### config.mk
export PLATFORM = sky130hd
export DESIGN_NAME = serial_cmp_ctrl
export DESIGN_NICKNAME = d
export VERILOG_FILES = /design/src/rtl/serial_cmp_ctrl.sv
export SDC_FILE = /design/constraint.sdc
export NUM_CORES = 1
export LEC_CHECK = 0
export ABC_AREA = 1
export CORE_ASPECT_RATIO = 1.75
export CORE_MARGIN = 2
export CORE_UTILIZATION = 25
export CTS_CLUSTER_DIAMETER = 30
export DETAILED_ROUTE_END_ITERATION = 8
export GPL_TIMING_DRIVEN = 0
export PLACE_DENSITY = 0.48
export SKIP_LAST_GASP = 1
export SYNTH_ARGS = -nofsm -noshare
export SYNTH_HDL_FRONTEND = slang
export SYNTH_SLANG_ARGS = --single-unit
### constraint.sdc
create_clock -name clk -period 3.2 [get_ports clk]
set_input_delay 0.48 -clock clk [delete_from_list [all_inputs] [get_ports clk]]
set_output_delay 0.48 -clock clk [all_outputs]
set_load 0.005 [all_outputs]
### src/rtl/serial_cmp_ctrl.sv
// serial_cmp_ctrl: sequential unsigned magnitude compare of two WIDTH-bit
// operands through one 2-bit comparator slice, MSB pair first.
// Optional build macro SERIAL_CMP_EARLY_EXIT_EN: when defined, the compare
// finishes on the first unequal chunk. When it is undefined, all chunks are
// always scanned, so latency does not depend on the data.

// 2-bit comparator slice shared across all operand chunks
module serial_cmp_slice (
    input  logic [1:0] a,
    input  logic [1:0] b,
    output logic       lt,
    output logic       eq,
    output logic       gt
);
    assign lt = (a < b);
    assign eq = (a == b);
    assign gt = (a > b);
endmodule

module serial_cmp_ctrl #(
    parameter int WIDTH = 8
) (
    input  logic             clk,
    input  logic             rst,
    input  logic             start,
    input  logic [WIDTH-1:0] a,
    input  logic [WIDTH-1:0] b,
    output logic             busy,
    output logic             done,
    output logic             l,
    output logic             e,
    output logic             g
);
    localparam int N     = WIDTH / 2;
    localparam int IDX_W = (N > 1) ? $clog2(N) : 1;

    typedef enum logic {IDLE = 1'b0, RUN = 1'b1} state_t;

    state_t             state_q, state_d;
    logic [IDX_W-1:0]   idx_q, idx_d;
    logic [WIDTH-1:0]   a_q, a_d, b_q, b_d;
    // Sticky verdict: rec = an inequality has been seen, lt/gt = its direction
    logic               vrec_q, vrec_d;
    logic               vlt_q, vlt_d;
    logic               vgt_q, vgt_d;
    logic               done_q, done_d;
    logic               l_q, l_d, e_q, e_d, g_q, g_d;

    logic [1:0]         s_a, s_b;
    logic               s_lt, s_eq, s_gt;
    logic               last_chunk;

    // Current chunk selected by idx (chunk N-1 holds the MSB pair)
    assign s_a = a_q[{idx_q, 1'b0} +: 2];
    assign s_b = b_q[{idx_q, 1'b0} +: 2];

    serial_cmp_slice u_slice (
        .a  (s_a),
        .b  (s_b),
        .lt (s_lt),
        .eq (s_eq),
        .gt (s_gt)
    );

`ifdef SERIAL_CMP_EARLY_EXIT_EN
    // A chunk that differs settles the result, because higher chunks were equal
    assign last_chunk = (idx_q == '0) || !s_eq;
`else
    // Always scan the full operand so timing does not leak operand values
    assign last_chunk = (idx_q == '0);
`endif

    // Next-state, operand latch, verdict accumulation and output update
    always_comb begin
        state_d = state_q;
        idx_d   = idx_q;
        a_d     = a_q;
        b_d     = b_q;
        vrec_d  = vrec_q;
        vlt_d   = vlt_q;
        vgt_d   = vgt_q;
        done_d  = 1'b0;
        l_d     = l_q;
        e_d     = e_q;
        g_d     = g_q;
        case (state_q)
            IDLE: begin
                if (start) begin
                    a_d     = a;
                    b_d     = b;
                    idx_d   = IDX_W'(N - 1);
                    vrec_d  = 1'b0;
                    vlt_d   = 1'b0;
                    vgt_d   = 1'b0;
                    l_d     = 1'b0;
                    e_d     = 1'b0;
                    g_d     = 1'b0;
                    state_d = RUN;
                end
            end
            RUN: begin
                // Only the first inequality counts; lower chunks cannot override it
                if (!vrec_q) begin
                    vrec_d = !s_eq;
                    vlt_d  = s_lt;
                    vgt_d  = s_gt;
                end
                if (last_chunk) begin
                    l_d     = vlt_d;
                    g_d     = vgt_d;
                    e_d     = !vrec_d;
                    done_d  = 1'b1;
                    state_d = IDLE;
                end else begin
                    idx_d = idx_q - IDX_W'(1);
                end
            end
            default: state_d = IDLE;
        endcase
    end

    // State registers with synchronous reset; reset aborts any compare silently
    always_ff @(posedge clk) begin
        if (rst) begin
            state_q <= IDLE;
            idx_q   <= '0;
            a_q     <= '0;
            b_q     <= '0;
            vrec_q  <= 1'b0;
            vlt_q   <= 1'b0;
            vgt_q   <= 1'b0;
            done_q  <= 1'b0;
            l_q     <= 1'b0;
            e_q     <= 1'b0;
            g_q     <= 1'b0;
        end else begin
            state_q <= state_d;
            idx_q   <= idx_d;
            a_q     <= a_d;
            b_q     <= b_d;
            vrec_q  <= vrec_d;
            vlt_q   <= vlt_d;
            vgt_q   <= vgt_d;
            done_q  <= done_d;
            l_q     <= l_d;
            e_q     <= e_d;
            g_q     <= g_d;
        end
    end

    assign busy = (state_q == RUN);
    assign done = done_q;
    assign l    = l_q;
    assign e    = e_q;
    assign g    = g_q;

endmodule

Word-level counts from Yosys, hierarchy flattened
Cells that the tools add are included.
{ "totals": {"out_inout_bits": 5, "regBits": 26, "elab_cells": 49} }
{ "op_classes": {"n_shift": 2, "add_sub_neg": 1, "order_cmp": 2, "n_eq_ne": 4, "n_reduce_logical": 7, "bitwise": 1, "mux": 21} }
{ "op_table": {"columns": ["cell", "n"], "rows": [
  ["variable part select 8 x 4 -> 2 bit", 2],
  ["case mux 1 bit (2 select lines)", 7],
  ["2-to-1 mux 1 bit", 11],
  ["AND reduction 2 bit", 3],
  ["2-to-1 mux 2 bit", 2],
  ["!= test 2 bit, second input constant", 2],
  ["case mux 2 bit (2 select lines)", 1],
  ["== test 2 bit", 1],
  ["> comparator 2 bit", 1],
  ["logical NOT 1 bit", 2],
  ["logical NOT 2 bit", 1],
  ["less-than comparator 2 bit", 1],
  ["!= test 2 x 1 -> 1 bit, second input constant", 1],
  ["OR reduction 2 bit", 1],
  ["subtractor 2 x 1 -> 2 bit, second input constant", 1],
  ["NOT 1 bit", 1]
]} }

Logic depth before layout (Yosys ltp)
{ "logic_depth": {"ltp_word": 8, "mapped_depth": 13, "ltp_nobuf": 11} }

Cells and area by module
A second synthesis with hierarchy kept.
{ "unflattened": {"hier_cells": 163, "area_unflattened_um2": 1233.7} }
{ "modules_own_cells": {"columns": ["module", "area_per_inst_um2", "cells_per_inst", "instances", "seq_area_each_um2"], "rows": [
  ["serial_cmp_ctrl", 1168.6, 152, 1, 520.5],
  ["serial_cmp_slice", 65.1, 11, 1, 0.0]
]} }

Least setup slack after synthesis
OpenSTA, ideal clock, no wires.
{ "synth_path": {"kind": "register -> register", "from": "register idx_q[0]", "to": "register vgt_q", "arrival_time_ns": 1.556, "period_less_slack_ns": 1.625, "stages_incl_launch_ff": 13, "t_required_ns": 3.130, "n_path_buf": 2, "setup_slack_ns": 1.575, "cell_sequence": "dfxtp_1 buf_4 inv_1 buf_4 nand2_1 a32o_1 ha_1 nand2_1 nand2_1 nand3_1 nand2_1 nand2_1 a21oi_1"} }
{ "synth_between": {"elab_chain_cells": 4, "elab_cells_between_ends": 5, "classes_between": "1 x order compare; 2 x shift; 2 x mux"} }
{ "synth_lines": {"columns": ["item", "line_no", "rtl"], "rows": [
  ["start, declared", "40", "logic [IDX_W-1:0] idx_q, idx_d;"],
  ["start signal, assigned", "138", "idx_q <= idx_d;"],
  ["variable part select 8 x 4 -> 2 bit (on tied branches)", "54, 55", null],
  ["> comparator 2 bit (*)", "17", "assign gt = (a > b);"],
  ["2-to-1 mux 1 bit (*)", "103", "if (!vrec_q) begin"],
  ["case mux 1 bit (2 select lines) (*)", "86", "case (state_q)"],
  ["end signal, assigned", "143", "vgt_q <= vgt_d;"],
  ["end, declared", "45", "logic vgt_q, vgt_d;"]
]} }
Every way passes the cells marked *; elsewhere a longest branch is shown, timed or not.
A chain may end at the register's enable or synchronous reset.

Worst setup path in the final report
Ends and elaborated chain as after synthesis.

==> flow_metrics.env <==
export IMPL_finClkSkew_ns=0.00242
export IMPL_vias_per_cell=4.51
export IMPL_clock_latency_ns=0.27
export IMPL_yosysTopAreaCellShare=0.448
export IMPL_n_fill_cell=479
export IMPL_relSlewSlack=0.808
export IMPL_die_y_um=94.2
export IMPL_synth_area_mm2=0.00116
export IMPL_io_pins=24
export IMPL_clk_pin_slew_worst_paths_ns=0.09
export IMPL_yosysSeqAreaShare=0.448
export IMPL_powerDensity_mw_per_mm2=517
export IMPL_fin_nets=197
export IMPL_drt_total_wl_um=2760
export IMPL_syn_to_final_growth_pct=30.0
export IMPL_ctsHoldBuffers=0
export IMPL_crit_required_ns=3.41
export IMPL_synth_distinct_cells=24
export IMPL_yosysTopAreaCell="dfxtp_1"
export IMPL_clock_path_buffers=2
export IMPL_synthFlopType="dfxtp_1"
export IMPL_synth_nets=169
export IMPL_ir_drop_v=0.000312
export IMPL_min_path_type="register to register"
export IMPL_core_area_mm2=0.00444
export IMPL_drtAntennaViolNets=0
export IMPL_grt_use_total=0.111
export IMPL_initial_core_util=0.262
export IMPL_clkSinkCount=26
export IMPL_syn_inst=147
export IMPL_antennaDiodeCount=0
export IMPL_io_buffers=23
export IMPL_max_cap_violations=0
export IMPL_crit_fanout=10
export IMPL_cts_root_buf="clkbuf_8"
export IMPL_status="complete, no violations"
export IMPL_grtUsageMet1=0.116
export IMPL_path_class="register to register"
export IMPL_htreeDepth=1
export IMPL_num_rows=32
export IMPL_die_x_um=55.5
export IMPL_crit_path_start_kind="register"
export IMPL_drt_iter0_markers=10
export IMPL_grt_pass1_vias=1033
export IMPL_fin_crit_sh=0.567
export IMPL_die_area_mm2=0.00523
export IMPL_yosysWarnings=0
export IMPL_cts_tree="built"
export IMPL_antenna_found_initial=0
export IMPL_post_dp_hpwl_um=2150
export IMPL_grt_max_degree=15
export IMPL_final_max_slew_viol_count=0
export IMPL_grt_first_pass_wirelength_um=4490
export IMPL_yosys_register_bits=26
export IMPL_rsz0062_at_grt="no"
export IMPL_vias=1015
export IMPL_post_cts_resized=0
export IMPL_post_synth_cell_area_avg_um2=7.91
export IMPL_async_reset_ff_frac=0
export IMPL_synth_edff_count=0
export IMPL_power_uw=781
export IMPL_ys_top_cells_by_area="dfxtp_1 45%, nor2_1 9.4%, o21ai_0 8.2%, nand2_1 6.1%, nor2_2 5.4%"
export IMPL_post_drt_wl_per_cell_um=12.3
export IMPL_drc=0
export IMPL_cts_buffers=3
export IMPL_layout_drive_gt1_share=0.138
export IMPL_arrival_ns=2.02
export IMPL_fmax_mhz=551
export IMPL_power_leakage_nw=0.620
export IMPL_worstSetupEndpointType="register"
export IMPL_period_minus_slack_ns=1.81
export IMPL_overflow=0
export IMPL_busiest_layer="met2"
export IMPL_gr_usage_met2=0.212
export IMPL_drt_pass1_iter_count=4
export IMPL_tns_ns=0
export IMPL_finalSetupViolCount=0
export IMPL_tightest_slew_ns=0.288
export IMPL_place_congestion=0.771
export IMPL_finalHoldViolations=0
export IMPL_grtUsageMet3=0.0179
export IMPL_post_cts_buffers=0
==> synthesized netlist by cell type, types with 2 or more instances <==
cell type and number:
a21oi_1 6, a32o_1 2, buf_2 2, buf_4 2, dfxtp_1 26, ha_1 3
inv_1 9, nand2_1 19, nand3_1 4, nor2_1 29, nor2_2 10, o21ai_0 19
o21ai_1 3, o22ai_1 2, o31ai_1 2
==> cells in the final DEF (no fill, tap or decap), types with 2 or more instances in the layout <==
master,instances
nor2_1,29
dfxtp_1,26
clkdlybuf4s50_1,23
nand2_1,19
o21ai_0,19
nor2_2,10
inv_1,9
a21oi_1,6
nand3_1,4
clkbuf_8,4
o21ai_1,3
ha_1,3
buf_4,2
a32o_1,2
o22ai_1,2
buf_2,2
o31ai_1,2
==> per-layer routing <==
| layer | vias to the layer above | wire, µm |
|---|---|---|
| met5 | - | 0 |
| met4 | 0 | 44 |
| met3 | 4 | 52 |
| met2 | 12 | 1590 |
| met1 | 461 | 1080 |
| li1 | 538 | - |
==> state kept, by name (all words and copies together), names as in the netlist <==
| register | cells |
|---|---|
| idx_q | 2 |
| done | 1 |
| l | 1 |
| b_q | 8 |
| busy | 1 |
| a_q | 8 |
| g | 1 |
| vgt_q | 1 |
| vlt_q | 1 |
| e | 1 |
| vrec_q | 1 |
==> layout make-up <==
cell class / instances / area (µm²) / area share
Tap cell: 51 / 63.8 / 0.0422
Clock buffer: 4 / 55.1 / 0.0364
Sequential cell: 26 / 520 / 0.344
Timing Repair Buffer: 23 / 230 / 0.152
Buffer: 6 / 60.1 / 0.0397
Multi-Input combinational cell: 104 / 536 / 0.354
Inverter: 11 / 46.3 / 0.0306
==> metrics by stage <==
step | std cells | setup WS, ns | hold slack, ns | util | area [µm²]
final | 225 | 1.39 | 0.471 | 0.340 | 1510
after global routing | 225 | 1.26 | 0.510 | 0.340 | 1510
after floorplan | 147 | 1.57 | 0.438 | - | 1160
after CTS | 225 | 1.39 | 0.475 | 0.340 | 1510
after global placement | 221 | 1.43 | 0.458 | 0.328 | 1460
after detailed placement | 221 | 1.41 | 0.462 | 0.328 | 1460
==> kinds of logic after synthesis <==
group / synth area share
simple gates: 0.245
flops: 0.448
buf+inv: 0.0915
fa+ha+maj: 0.0323
compound gates: 0.183
==> critical path: stages, from the launching register on <==
cell and delay [ns]:
dfxtp_1 0.31, buf_4 0.15, inv_1 0.07, buf_4 0.17
nand2_1 0.06, a32o_1 0.22, ha_1 0.31, nand2_1 0.06
nand2_1 0.08, nand3_1 0.08, nand2_1 0.09, nand2_1 0.05
a21oi_1 0.11
==> where the power goes <==
group          internal (mW)  switching (mW)  leakage [nW]
sequential             0.354          0.0215         0.215
clock                  0.110           0.103        0.0288
combinational         0.0928          0.0998         0.376
total                  0.557           0.225         0.620
==> final timing paths <==
kind / startpoint / end / slack [ns] / cells after the start
max reg2reg: idx_q[0] / vgt_q / 1.39 / 12
max: idx_q[0] / vgt_q / 1.39 / 12
min reg2reg: vlt_q / vlt_q / 0.47 / 2
min: vlt_q / vlt_q / 0.47 / 2
No activity file was read; power rests on OpenSTA's default activity.
==> RTL edit, RTL diff (same flow settings) <==
Register the output `busy`, without a reset; this adds one clock of latency there. The other outputs are not delayed to match.
--- a/src/rtl/serial_cmp_ctrl.sv
+++ b/src/rtl/serial_cmp_ctrl.sv
@@ -150,3 +150,5 @@
 
-    assign busy = (state_q == RUN);
+    always_ff @(posedge clk) begin
+        busy <= (state_q == RUN);
+    end
     assign done = done_q;
Function: changed (a bounded check fails within 4 cycles, from zero or initial values and one cycle with rst high).
==> RTL edit against the unedited design <==
  * Sequential cell count is 1 higher
  * Power is 0.15% higher
  * Fmax is 1.6% lower
  * Setup slack worse by 0.029 ns
  * Critical path depth is 1 lower
  * Routed wire length is 6.0% higher
  * Core utilization is 1.1 points lower
  * Sequential power is 4% higher
  * Clock skew hardly changed
  * Design area is 0.74% higher
  * Area after synthesis is 1.7% higher
  * Critical path type unchanged
==> RTL edit: results (changes against the unedited design) <==
ys_types: 24  # unchanged
seq_area_frac_synth_pct: 45.71  # +0.93 points
outcome: "complete, no violations"
htree_levels: 1  # unchanged
clock_skew_ns: 0.002809  # +0.0003907 ns
dp.cells: 223  # +0.90%
cts.repair.resized: 0  # unchanged
clockBufferDepth: 2  # unchanged
grt_usage_pct: 11.78  # +0.68 points
drt_iter0_markers: 12  # +2
clockRootBuffer: "clkbuf_8"
ys_warn_count: 0  # unchanged
antenna_found_initial: 0  # unchanged
grt_max_degree: 15  # unchanged
grt_pass1_wl_mm: 4.857  # +8.3%
viasPerCell: 4.612  # +2.2%
crit_fanout: 10  # unchanged
first_pass_iters: 4  # unchanged
ir_drop_mv: 0.3099  # -0.82%
syn_avg_cell_area_um2: 7.989  # +1.0%
post_cts_buffers: 0  # unchanged
grt_pass1_vias: 1083  # +4.8%
crit_arrival_ns: 2.05  # +0.03 ns
fin_nets: 198  # +0.51%
gp_congestion: 0.6760  # -12%
hp-class: "reg -> reg"
drive_gt1_share_pct: 13.14  # -0.65 points
cts_buffers: 3  # unchanged
portBuffers: 23  # unchanged
routedWlPerCell_um: 12.90  # +5.1%
dp_hpwl_mm: 2.251  # +4.8%
syn-num-nets: 170  # +0.59%
dp_slack_ns: 1.355  # -0.05480 ns
power_switching_mw: 0.2324  # +3.4%
ys.flop_type: "dfxtp_1"
stdcell_count: 227  # +0.89%
reg_top3: "a_q (8), b_q (8), idx_q (2)"
clk-insertion-delay-late_ns: 0.27  # about the same
antennaDiodeCount: 0  # unchanged
yosys-top-cells-area: "dfxtp_1 46%, nor2_1 9.2%, o21ai_0 8.0%, nand2_1 6.0%, nor2_2 5.3%"
async_flop_share_pct: 0  # unchanged
tightestPinTransition_ns: 0.2869  # -0.001227 ns
p_leak_nw: 0.6222  # +0.38%
synth_common_cells: "29 x nor2_1, 27 x dfxtp_1, 19 x nand2_1, 19 x o21ai_0, 10 x nor2_2"
path_clk_slew_ns: 0.09  # about the same
## RTL edit: cell types whose count changed after synthesis
cell,before,now
dfxtp_1,26,27
## RTL edit: power by group through the flow
stage / registers (mW) / clock network, mW / logic (mW)
finish: 0.390 / 0.197 / 0.196
global route: 0.394 / 0.215 / 0.224
CTS: 0.391 / 0.205 / 0.198
detailed placement: 0.399 / 0 / 0.197
global placement: 0.398 / 0 / 0.193
floorplan: 0.391 / 0 / 0.132
## RTL edit: worst max-delay path, stage by stage (launching register included)
cell      delay, ns
dfxtp_1        0.31
buf_4          0.15
inv_1          0.07
buf_4          0.16
nand2_1        0.07
a32o_1         0.23
ha_1           0.30
nand2_1        0.07
nand2_1        0.06
nand2_1        0.06
o211ai_1       0.13
a21oi_1        0.16
## RTL edit: worst paths after layout
check / startpoint / depth (start not counted) / slack [ns] / end
worst max-delay path: idx_q[0] / 11 / 1.36 / vlt_q
worst min-delay path: vgt_q / 2 / 0.47 / vgt_q
worst max register to register: idx_q[0] / 11 / 1.36 / vlt_q
worst min register to register: vgt_q / 2 / 0.47 / vgt_q
## RTL edit: metrics by stage
| stage | hold slack [ns] | area, µm² |
|---|---|---|
| after floorplan | 0.4215 | 1182 |
| after global placement | 0.4561 | 1478 |
| after detailed placement | 0.4640 | 1478 |
| after CTS | 0.4796 | 1523 |
| after global routing | 0.5030 | 1523 |
| final | 0.4739 | 1523 |
## RTL edit: kinds of logic (layout without fill, tap and decap cells)
logic type	Yosys count	count (layout)	share of synthesized area (%)
compound gates	37	37	17.99
fa+ha+maj	3	3	3.175
buf+inv	17	44	8.994
flops	27	27	45.71
simple gates	64	64	24.13
## RTL edit: final cells by class
| cell class | instances | area [µm²] |
|---|---|---|
| Tap cell | 52 | 65.06 |
| Fill cell | 528 | 3102 |
| Timing Repair Buffer | 23 | 230.2 |
| Inverter | 11 | 46.29 |
| Buffer | 6 | 60.06 |
| Multi-Input combinational cell | 104 | 535.5 |
| Sequential cell | 27 | 540.5 |
| Clock buffer | 4 | 45.04 |
## RTL edit: routing by layer
metal | routed length, µm | GRT usage (%) | vias up
met2 | 1617 | 22.94 | 15
met4 | 62 | 5.952 | 0
met5 | 0 | 0 | -
li1 | - | - | 540
met3 | 70 | 2.055 | 5
met1 | 1179 | 11.63 | 487
